`config.mk`:
```
export PLATFORM = sky130hd
export DESIGN_NAME = alu_bist
export DESIGN_NICKNAME = d
export VERILOG_FILES = /design/src/rtl/alu_pkg.sv /design/src/rtl/lfsr_step2.sv /design/src/rtl/alu_bist.sv
export SDC_FILE = /design/constraint.sdc
export NUM_CORES = 1
export LEC_CHECK = 0
export ABC_AREA = 0
export CELL_PAD_IN_SITES_DETAIL_PLACEMENT = 1
export CELL_PAD_IN_SITES_GLOBAL_PLACEMENT = 2
export CORE_ASPECT_RATIO = 2
export CORE_MARGIN = 8
export CORE_UTILIZATION = 36
export CTS_CLUSTER_DIAMETER = 50
export DETAILED_ROUTE_END_ITERATION = 10
export DONT_BUFFER_PORTS = 1
export PLACE_DENSITY = 0.88
export SYNTH_ARGS = -nofsm -noshare
export SYNTH_HDL_FRONTEND = slang
export SYNTH_SLANG_ARGS = --single-unit
```
`constraint.sdc`:
```
create_clock -name clk -period 6.4 [get_ports clk]
set_clock_uncertainty 0.2 [all_clocks]
set_input_delay 1.28 -clock clk [delete_from_list [all_inputs] [get_ports clk]]
set_output_delay 1.28 -clock clk [all_outputs]
set_load 0.01 [all_outputs]
```
`src/rtl/alu_pkg.sv`:
```
// Shared constants for the ALU self-test engine: op codes, FSM encoding, LFSR taps.
package alu_pkg;

    localparam logic [2:0] OP_AND = 3'b000;
    localparam logic [2:0] OP_OR  = 3'b001;
    localparam logic [2:0] OP_ADD = 3'b010;
    localparam logic [2:0] OP_SUB = 3'b110;
    localparam logic [2:0] OP_SLT = 3'b111;

    localparam logic [31:0] LFSR_TAPS = 32'h8020_0003;

    typedef enum logic [2:0] {
        ST_IDLE  = 3'd0,
        ST_GEN   = 3'd1,
        ST_DRIVE = 3'd2,
        ST_CHECK = 3'd3,
        ST_DONE  = 3'd4
    } state_e;

    function automatic logic op_valid(input logic [2:0] op);
        return (op == OP_AND) || (op == OP_OR) || (op == OP_ADD) ||
               (op == OP_SUB) || (op == OP_SLT);
    endfunction

endpackage

```
`src/rtl/lfsr_step2.sv`:
```
// Combinational double step of a right-shifting Galois LFSR; both intermediate states are exposed.
module lfsr_step2
    import alu_pkg::*;
#(
    parameter int                WIDTH = 32,
    parameter logic [WIDTH-1:0]  TAPS  = WIDTH'(LFSR_TAPS)
) (
    input  logic [WIDTH-1:0] state_i,
    output logic [WIDTH-1:0] step1_o,
    output logic [WIDTH-1:0] step2_o
);

    function automatic logic [WIDTH-1:0] step(input logic [WIDTH-1:0] s);
        return (s >> 1) ^ (s[0] ? TAPS : '0);
    endfunction

    assign step1_o = step(state_i);
    assign step2_o = step(step1_o);

endmodule

```
`src/rtl/alu_bist.sv`:
```
// Self-test engine for the 32-bit ALU: drives LFSR operands with a fixed op,
// checks z against a reference model and keeps pass/fail counts plus the first failure.
module alu_bist
    import alu_pkg::*;
#(
    parameter int WIDTH  = 32,
    parameter int CNT_W  = 8,
    parameter bit SLT_EN = 1'b0
) (
    input  logic             clk,
    input  logic             rst,
    input  logic             start,
    input  logic [2:0]       op_sel,
    input  logic [CNT_W-1:0] num_vec,
    input  logic [WIDTH-1:0] seed,
    output logic [WIDTH-1:0] alu_a,
    output logic [WIDTH-1:0] alu_b,
    output logic [2:0]       alu_op,
    input  logic [WIDTH-1:0] alu_z,
    output logic             busy,
    output logic             done,
    output logic             op_err,
    output logic [CNT_W-1:0] pass_cnt,
    output logic [CNT_W-1:0] fail_cnt,
    output logic [WIDTH-1:0] fail_a,
    output logic [WIDTH-1:0] fail_b,
    output logic [WIDTH-1:0] fail_z,
    output logic [2:0]       dbg_state
);

    state_e           state_q, state_d;
    logic [2:0]       op_q, op_d;
    logic [CNT_W-1:0] left_q, left_d;
    logic [WIDTH-1:0] lfsr_q, lfsr_d;
    logic [WIDTH-1:0] a_q, a_d, b_q, b_d, z_q, z_d;
    logic [CNT_W-1:0] pass_q, pass_d, fail_q, fail_d;
    logic [WIDTH-1:0] fa_q, fa_d, fb_q, fb_d, fz_q, fz_d;
    logic             done_q, done_d, err_q, err_d;
    logic [WIDTH-1:0] step1, step2, expect_z;

    lfsr_step2 #(.WIDTH(WIDTH)) u_lfsr (
        .state_i (lfsr_q),
        .step1_o (step1),
        .step2_o (step2)
    );

    // Reference result for the operands currently on the ALU.
    always_comb begin
        expect_z = '0;
        case (op_q)
            OP_AND:  expect_z = a_q & b_q;
            OP_OR:   expect_z = a_q | b_q;
            OP_ADD:  expect_z = a_q + b_q;
            OP_SUB:  expect_z = a_q - b_q;
            OP_SLT:  expect_z = SLT_EN ? WIDTH'($signed(a_q) < $signed(b_q)) : '0;
            default: expect_z = '0;
        endcase
    end

    always_comb begin
        state_d = state_q;
        op_d    = op_q;
        left_d  = left_q;
        lfsr_d  = lfsr_q;
        a_d     = a_q;
        b_d     = b_q;
        z_d     = z_q;
        pass_d  = pass_q;
        fail_d  = fail_q;
        fa_d    = fa_q;
        fb_d    = fb_q;
        fz_d    = fz_q;
        done_d  = done_q;
        err_d   = err_q;
        case (state_q)
            ST_IDLE, ST_DONE: begin
                if (start) begin
                    op_d   = op_sel;
                    left_d = num_vec;
                    lfsr_d = (seed == '0) ? WIDTH'(1) : seed;
                    pass_d = '0;
                    fail_d = '0;
                    fa_d   = '0;
                    fb_d   = '0;
                    fz_d   = '0;
                    done_d = 1'b0;
                    err_d  = 1'b0;
                    if (!op_valid(op_sel)) begin
                        state_d = ST_DONE;
                        done_d  = 1'b1;
                        err_d   = 1'b1;
                    end else if (num_vec == '0) begin
                        state_d = ST_DONE;
                        done_d  = 1'b1;
                    end else begin
                        state_d = ST_GEN;
                    end
                end
            end
            ST_GEN: begin
                a_d     = step1;
                b_d     = step2;
                lfsr_d  = step2;
                state_d = ST_DRIVE;
            end
            ST_DRIVE: begin
                z_d     = alu_z;
                state_d = ST_CHECK;
            end
            ST_CHECK: begin
                if (z_q == expect_z) begin
                    pass_d = (pass_q == '1) ? pass_q : pass_q + CNT_W'(1);
                end else begin
                    if (fail_q == '0) begin
                        fa_d = a_q;
                        fb_d = b_q;
                        fz_d = z_q;
                    end
                    fail_d = (fail_q == '1) ? fail_q : fail_q + CNT_W'(1);
                end
                left_d = left_q - CNT_W'(1);
                if (left_q == CNT_W'(1)) begin
                    state_d = ST_DONE;
                    done_d  = 1'b1;
                end else begin
                    state_d = ST_GEN;
                end
            end
            default: state_d = ST_IDLE;
        endcase
    end

    always_ff @(posedge clk) begin
        if (rst) begin
            state_q <= ST_IDLE;
            op_q    <= '0;
            left_q  <= '0;
            lfsr_q  <= WIDTH'(1);
            a_q     <= '0;
            b_q     <= '0;
            z_q     <= '0;
            pass_q  <= '0;
            fail_q  <= '0;
            fa_q    <= '0;
            fb_q    <= '0;
            fz_q    <= '0;
            done_q  <= 1'b0;
            err_q   <= 1'b0;
        end else begin
            state_q <= state_d;
            op_q    <= op_d;
            left_q  <= left_d;
            lfsr_q  <= lfsr_d;
            a_q     <= a_d;
            b_q     <= b_d;
            z_q     <= z_d;
            pass_q  <= pass_d;
            fail_q  <= fail_d;
            fa_q    <= fa_d;
            fb_q    <= fb_d;
            fz_q    <= fz_d;
            done_q  <= done_d;
            err_q   <= err_d;
        end
    end

    assign busy      = (state_q == ST_GEN) || (state_q == ST_DRIVE) || (state_q == ST_CHECK);
    assign alu_op    = busy ? op_q : 3'b000;
    assign alu_a     = a_q;
    assign alu_b     = b_q;
    assign done      = done_q;
    assign op_err    = err_q;
    assign pass_cnt  = pass_q;
    assign fail_cnt  = fail_q;
    assign fail_a    = fa_q;
    assign fail_b    = fb_q;
    assign fail_z    = fz_q;
    assign dbg_state = state_q;

endmodule

```
After elaboration in Yosys (flattened, before gate mapping)
Index checks and enable logic that the tools add are counted.

$add $sub $neg: 5. Multipliers: 0. Div/mod/pow operators: 0. $lt $le $gt $ge: 0. Equal/unequal tests: 22. Shift-type cells: 0. Muxes and demuxes: 37. Bitwise gates (word level): 4. Reduce and logical (&&, ||, !) cells: 22.

Operator list (number): two-way mux 32 bit (11); case mux 32 bit (2 select lines) (4); case mux 32 bit (4 select lines) (1); bitwise XOR 31 x 32 -> 32 bit (2); two-way mux 8 bit (6); case mux 8 bit (2 select lines) (3); adder 32 bit (1); bitwise AND 32 bit (1); equality test 32 bit (1); logical NOT 32 bit (1); OR 32 bit (1); subtractor 32 bit (1); adder 8 x 1 -> 8 bit, second input constant (2); equality test 8 bit, second input constant (2); logical NOT 8 bit (2); two-way mux 3 bit (5); inequality test 2 bit, second input constant (7); equality test 3 x 2 -> 1 bit, second input constant (4); equality test 3 bit, second input constant (4); case mux 3 bit (4 select lines) (1); AND reduction 4 bit (3); equality test 3 x 1 -> 1 bit, second input constant (3); logical NOT 3 bit (3); equality test 8 x 1 -> 1 bit, second input constant (1); other kinds (8) (20).

Register bits after elaboration: 256. Latch bits: 0. Bits in writable memories: 0. Memory bits (read-only): 0. Input bits: 78. Logic and storage cells: 104. Memories: 0.

Depth between registers and ports, before layout
Word-level depth: 8. Gate-level depth with buffers: 23. Depth with buffers taken out: 19.

Modules after synthesis
From an unflattened synthesis, not the netlist that was laid out.

Cell total of the unflattened synthesis: 2085. Area, all modules: 15367.2 sq um.

By module, submodules not included: alu_bist (times used 1, cells an instance 2020, area each 14844.2 sq um, seq. area each 5124.9 sq um); lfsr_step2 (times used 1, cells an instance 65, area each 523.0 sq um, seq. area each 0.0 sq um).

Least setup slack after synthesis
No wires, ideal clock.

Path kind: register to register. Start: register op_q[0]. End: register pass_q[7] (netlist: pass_cnt[7]). Setup time: 0.070 ns. Arrival time: 5.235 ns. Data required time: 6.130 ns. Setup slack: 0.895 ns. Stages on the path, launching flop included: 22. Buffers on the path: 5. Clock period less this slack: 5.505 ns. Path through: dfxtp_1 -> buf_2 -> buf_2 -> buf_2 -> nand3b_1 -> clkbuf_1 -> o41ai_1 -> xor2_1 -> ha_1 -> buf_4 -> nand4_2 -> or2_1 -> or3_4 -> nand3_2 -> o211ai_1 -> or4_1 -> or4_1 -> nor4_2 -> and4_4 -> nand2_2 -> or4_1 -> a21oi_1.

Word-level cells in the longest chain between the ends: 5.

RTL lines: start: declaration (RTL line alu_bist.sv:32) `logic [2:0] op_q, op_d;`; start signal: assignment (RTL line alu_bist.sv:151) `op_q <= op_d;`; equality test 3 bit (tied with other cells) (RTL line alu_bist.sv:50) `case (op_q)`; case mux 32 bit (4 select lines) (*) (RTL line alu_bist.sv:50); equality test 32 bit (*) (RTL line alu_bist.sv:111) `if (z_q == expect_z) begin`; inequality test 2 bit (no source line) (*); AND reduction 4 bit (no source line) (*); end signal: assignment (RTL line alu_bist.sv:157) `pass_q <= pass_d;`; end: declaration (RTL line alu_bist.sv:36) `logic [CNT_W-1:0] pass_q, pass_d, fail_q, fail_d;`.

Every way passes the cells marked *; elsewhere a longest branch is shown, timed or not. A chain may end at the register's enable or synchronous reset.

Worst setup path after layout
Start: register a_q[9] (netlist: alu_a[9]). End: register pass_q[3] (netlist: pass_cnt[3]).

Word-level cells in the longest chain between the ends: 5.

RTL lines: start: declaration (RTL line alu_bist.sv:35) `logic [WIDTH-1:0] a_q, a_d, b_q, b_d, z_q, z_d;`; start signal: assignment (RTL line alu_bist.sv:139) `a_q <= '0;`; start signal: assignment (RTL line alu_bist.sv:154) `a_q <= a_d;`; subtractor 32 bit (tied with other cells) (RTL line alu_bist.sv:54) `OP_SUB: expect_z = a_q - b_q;`; case mux 32 bit (4 select lines) (*) (RTL line alu_bist.sv:50); equality test 32 bit (*) (RTL line alu_bist.sv:111); inequality test 2 bit (no source line) (*); AND reduction 4 bit (no source line) (*).

Marks and branches as above.

==> results.sh <==
export IMPL_antenna_left=0
export IMPL_hold_buffers=0
export IMPL_synth_top_area_cell="dfxtp_1"
export IMPL_hold_viol=0
export IMPL_synthDistinctLibCells=85
export IMPL_dpl_cell_area_sq_um=13960
export IMPL_wl_per_cell_microns=29.54
export IMPL_netlist_area_sq_um=13500
export IMPL_rr_worst_depth=20
export IMPL_gp_congestion=1.092
export IMPL_ys_flop_type="dfxtp_1"
export IMPL_via_per_inst=6.486
export IMPL_peakVddDrop_v=0.0003297
export IMPL_vias=14460
export IMPL_ys_seq_area_frac=0.2935
export IMPL_p_leak_uw=0.005150
export IMPL_root_buffer="clkbuf_16"
export IMPL_clock_fmax_ghz=0.1654
export IMPL_min_path_cells=2
export IMPL_drt_wl_total_microns=65840
export IMPL_synthCells=1833
export IMPL_final_nets=1873
export IMPL_finalSetupViolCount=0
export IMPL_ios=263
export IMPL_fp_dieW_microns=153.0
export IMPL_yosys_warnings=0
export IMPL_end_kind="flip-flop"
export IMPL_grt_start_max_net_pins=200
export IMPL_fin_crit_sh=0.9449
export IMPL_fin_crit_ps=6048
export IMPL_yosys_area_top_type_share=0.2935
export IMPL_max_slew_margin_rel=0.1949
export IMPL_hpwlAfterDp_microns=50160
export IMPL_rows=100
export IMPL_yosys_top_cells_area="dfxtp_1, a21oi_1, nand2_1, o211ai_1, buf_4"
export IMPL_clockBufferDepth=2
export IMPL_rsz0062_at_grt="false"
export IMPL_synth_seq_cells=198
export IMPL_portBuffers=0
export IMPL_cp_max_fo=13
export IMPL_synthTopCellsByCount="nand2_1, a21oi_1, dfxtp_1"
export IMPL_fin_area_sq_um=14610
export IMPL_hold_class="flip-flop to flip-flop"
export IMPL_synth_enable_flop_cells=0
export IMPL_multiInputGateArea_sq_um=8394
export IMPL_syn_area_per_cell_sq_um=7.367
export IMPL_antenna_found_initial=2
export IMPL_worst_endpoint_required_ps=6590
export IMPL_cp_start_kind="flip-flop"
export IMPL_synthArstFlopShare=0
export IMPL_clk_pin_slew_ps=80
export IMPL_htree_levels=4
export IMPL_area_growth_synth_to_final_pct=8.172
export IMPL_grt_total_usage=0.2894
export IMPL_slew_viol_final=0
export IMPL_nFillCells=4553
export IMPL_drtIter0Drc=1022
export IMPL_clk_latency_ps=460
export IMPL_register_area_sq_um=3965
export IMPL_overflow=0
export IMPL_status="completed"
export IMPL_cts_made_buffers=17
export IMPL_drcViolationCount=0
export IMPL_tightest_slew_ps=1197
export IMPL_cp_data_arrival_time_ps=6240
export IMPL_cap_viol_max_count=0
export IMPL_grt_first_pass_wirelength_microns=96970
export IMPL_grt_pass1_vias=14910
export IMPL_yosysMostFrequentCell="nand2_1"
export IMPL_die_y_microns=289.9
export IMPL_fp_coreArea_sq_um=37160
export IMPL_initial_core_util=0.3634
export IMPL_path_class="flip-flop to flip-flop"
export IMPL_tritoncts="done"
export IMPL_power_density_nw_per_um2=388.3
export IMPL_die_area_sq_um=44340
export IMPL_synth_fp_nets=1951
export IMPL_dr_pass1_iters=5
export IMPL_drive_above_1_share=0.1063
export IMPL_cts_num_sinks=198
export IMPL_tns_ps=0
placed cells by master (no fill, tap or decap), types with 11 or more instances in the layout:
cell,n
o41ai_1,11
o21ai_0,61
nor3_1,40
nand4_1,25
a211oi_1,11
dfxtp_1,197
clkbuf_16,17
or3_1,23
a21oi_1,222
a21o_1,16
nor4_1,21
a31oi_1,47
buf_4,113
xor2_1,27
nor2_1,101
xnor2_1,32
nor3b_1,13
nand2_1,284
maj3_1,24
nand3_1,86
ha_1,39
mux2i_1,18
and3_1,14
o31ai_1,21
nand2b_1,12
o211ai_1,69
or4_1,15
inv_1,25
through the flow:
stage / utilization / hold slack [ps] / setup WS (ps) / cells / power (uW)
2_1_floorplan: - / 243.7 / 894.6 / 1833 / 3302
3_3_place_gp: 0.3758 / 249.5 / 338.8 / 2194 / 4408
3_5_place_dp: 0.3758 / 259.1 / 298.4 / 2194 / 4459
4_1_cts: 0.3920 / 268.5 / 265.1 / 2226 / 5578
5_1_grt: 0.3930 / 289.0 / 26.81 / 2228 / 5950
6_report: 0.3931 / 266.2 / 352.4 / 2229 / 5673
critical path, cell delays in order, from the launching register on:
cell       delay [ps]
dfxtp_1           320
nor2_1            510
nand3_1           210
nand2b_1          220
o31ai_1           420
xor2_1            160
ha_1              370
buf_4             210
nand2_1            90
nor2_1            380
a21oi_1           240
nand4_1           160
nor3_1             60
nor4_1            560
buf_4             210
o2111ai_1         150
nor4_2            300
and4_4            340
nand2_2           170
or4_1             560
a21oi_1           150
repair_timing:
item / in CTS / in global routing
gates resized for setup: 0 / 6
setup endpoints to repair: 0 / 79
setup buffers: 0 / 1
cell type report:
class | instances | share of cell area
multi-input cells | 1393 | 0.5746
clock inverters | 15 | 0.01216
well taps | 459 | 0.03931
inverters | 26 | 0.006681
flip-flops and latches | 198 | 0.2714
repair buffers | 119 | 0.06630
clock buffers | 17 | 0.02912
diodes | 2 | 0.0003426
layer usage:
layer | wire (microns) | part of all wire | global-route usage
met5 | 0 | 0 | 0
met3 | 3887 | 0.059 | 0.06269
met4 | 5355 | 0.081 | 0.2246
met2 | 34460 | 0.52 | 0.5315
met1 | 22140 | 0.34 | 0.2752
state kept, by name, summed over array words and instances, names as in the netlist, 3 cells and up:
name	cells
alu_a	31
fail_cnt	8
fail_z	32
z_q	32
alu_b	4
dbg_state	3
left_q	8
op_q	3
fail_b	4
lfsr_q	32
pass_cnt	8
fail_a	31
kinds of logic (layout without fill, tap and decap cells):
logic type / after synthesis / count (layout) / synth area share
simple gates: 690 / 690 / 0.2440
compound gates: 553 / 553 / 0.2590
buf+inv: 242 / 177 / 0.08904
flops: 198 / 198 / 0.2935
fa+ha+maj: 69 / 69 / 0.05958
xor+xnor: 59 / 59 / 0.03827
mux: 22 / 22 / 0.01668
other cells: 0 / 2 / 0
final timing paths:
kind                                from                  endpoint  slack [ps]
setup / recovery   alu_a[9]$_SDFFE_PP0P_  pass_cnt[3]$_SDFFE_PP0P_         350
hold / removal    left_q[3]$_SDFFE_PP0P_    left_q[3]$_SDFFE_PP0P_         270
setup reg to reg   alu_a[9]$_SDFFE_PP0P_  pass_cnt[3]$_SDFFE_PP0P_         350
hold reg to reg   left_q[3]$_SDFFE_PP0P_    left_q[3]$_SDFFE_PP0P_         270
power by group:
part | switching, uW | total (uW) | internal, uW
registers | 123 | 1430 | 1310
logic | 2040 | 3120 | 1090
clock network | 552 | 1110 | 563
total | 2710 | 5670 | 2960
(Power assumes the default switching activity.)
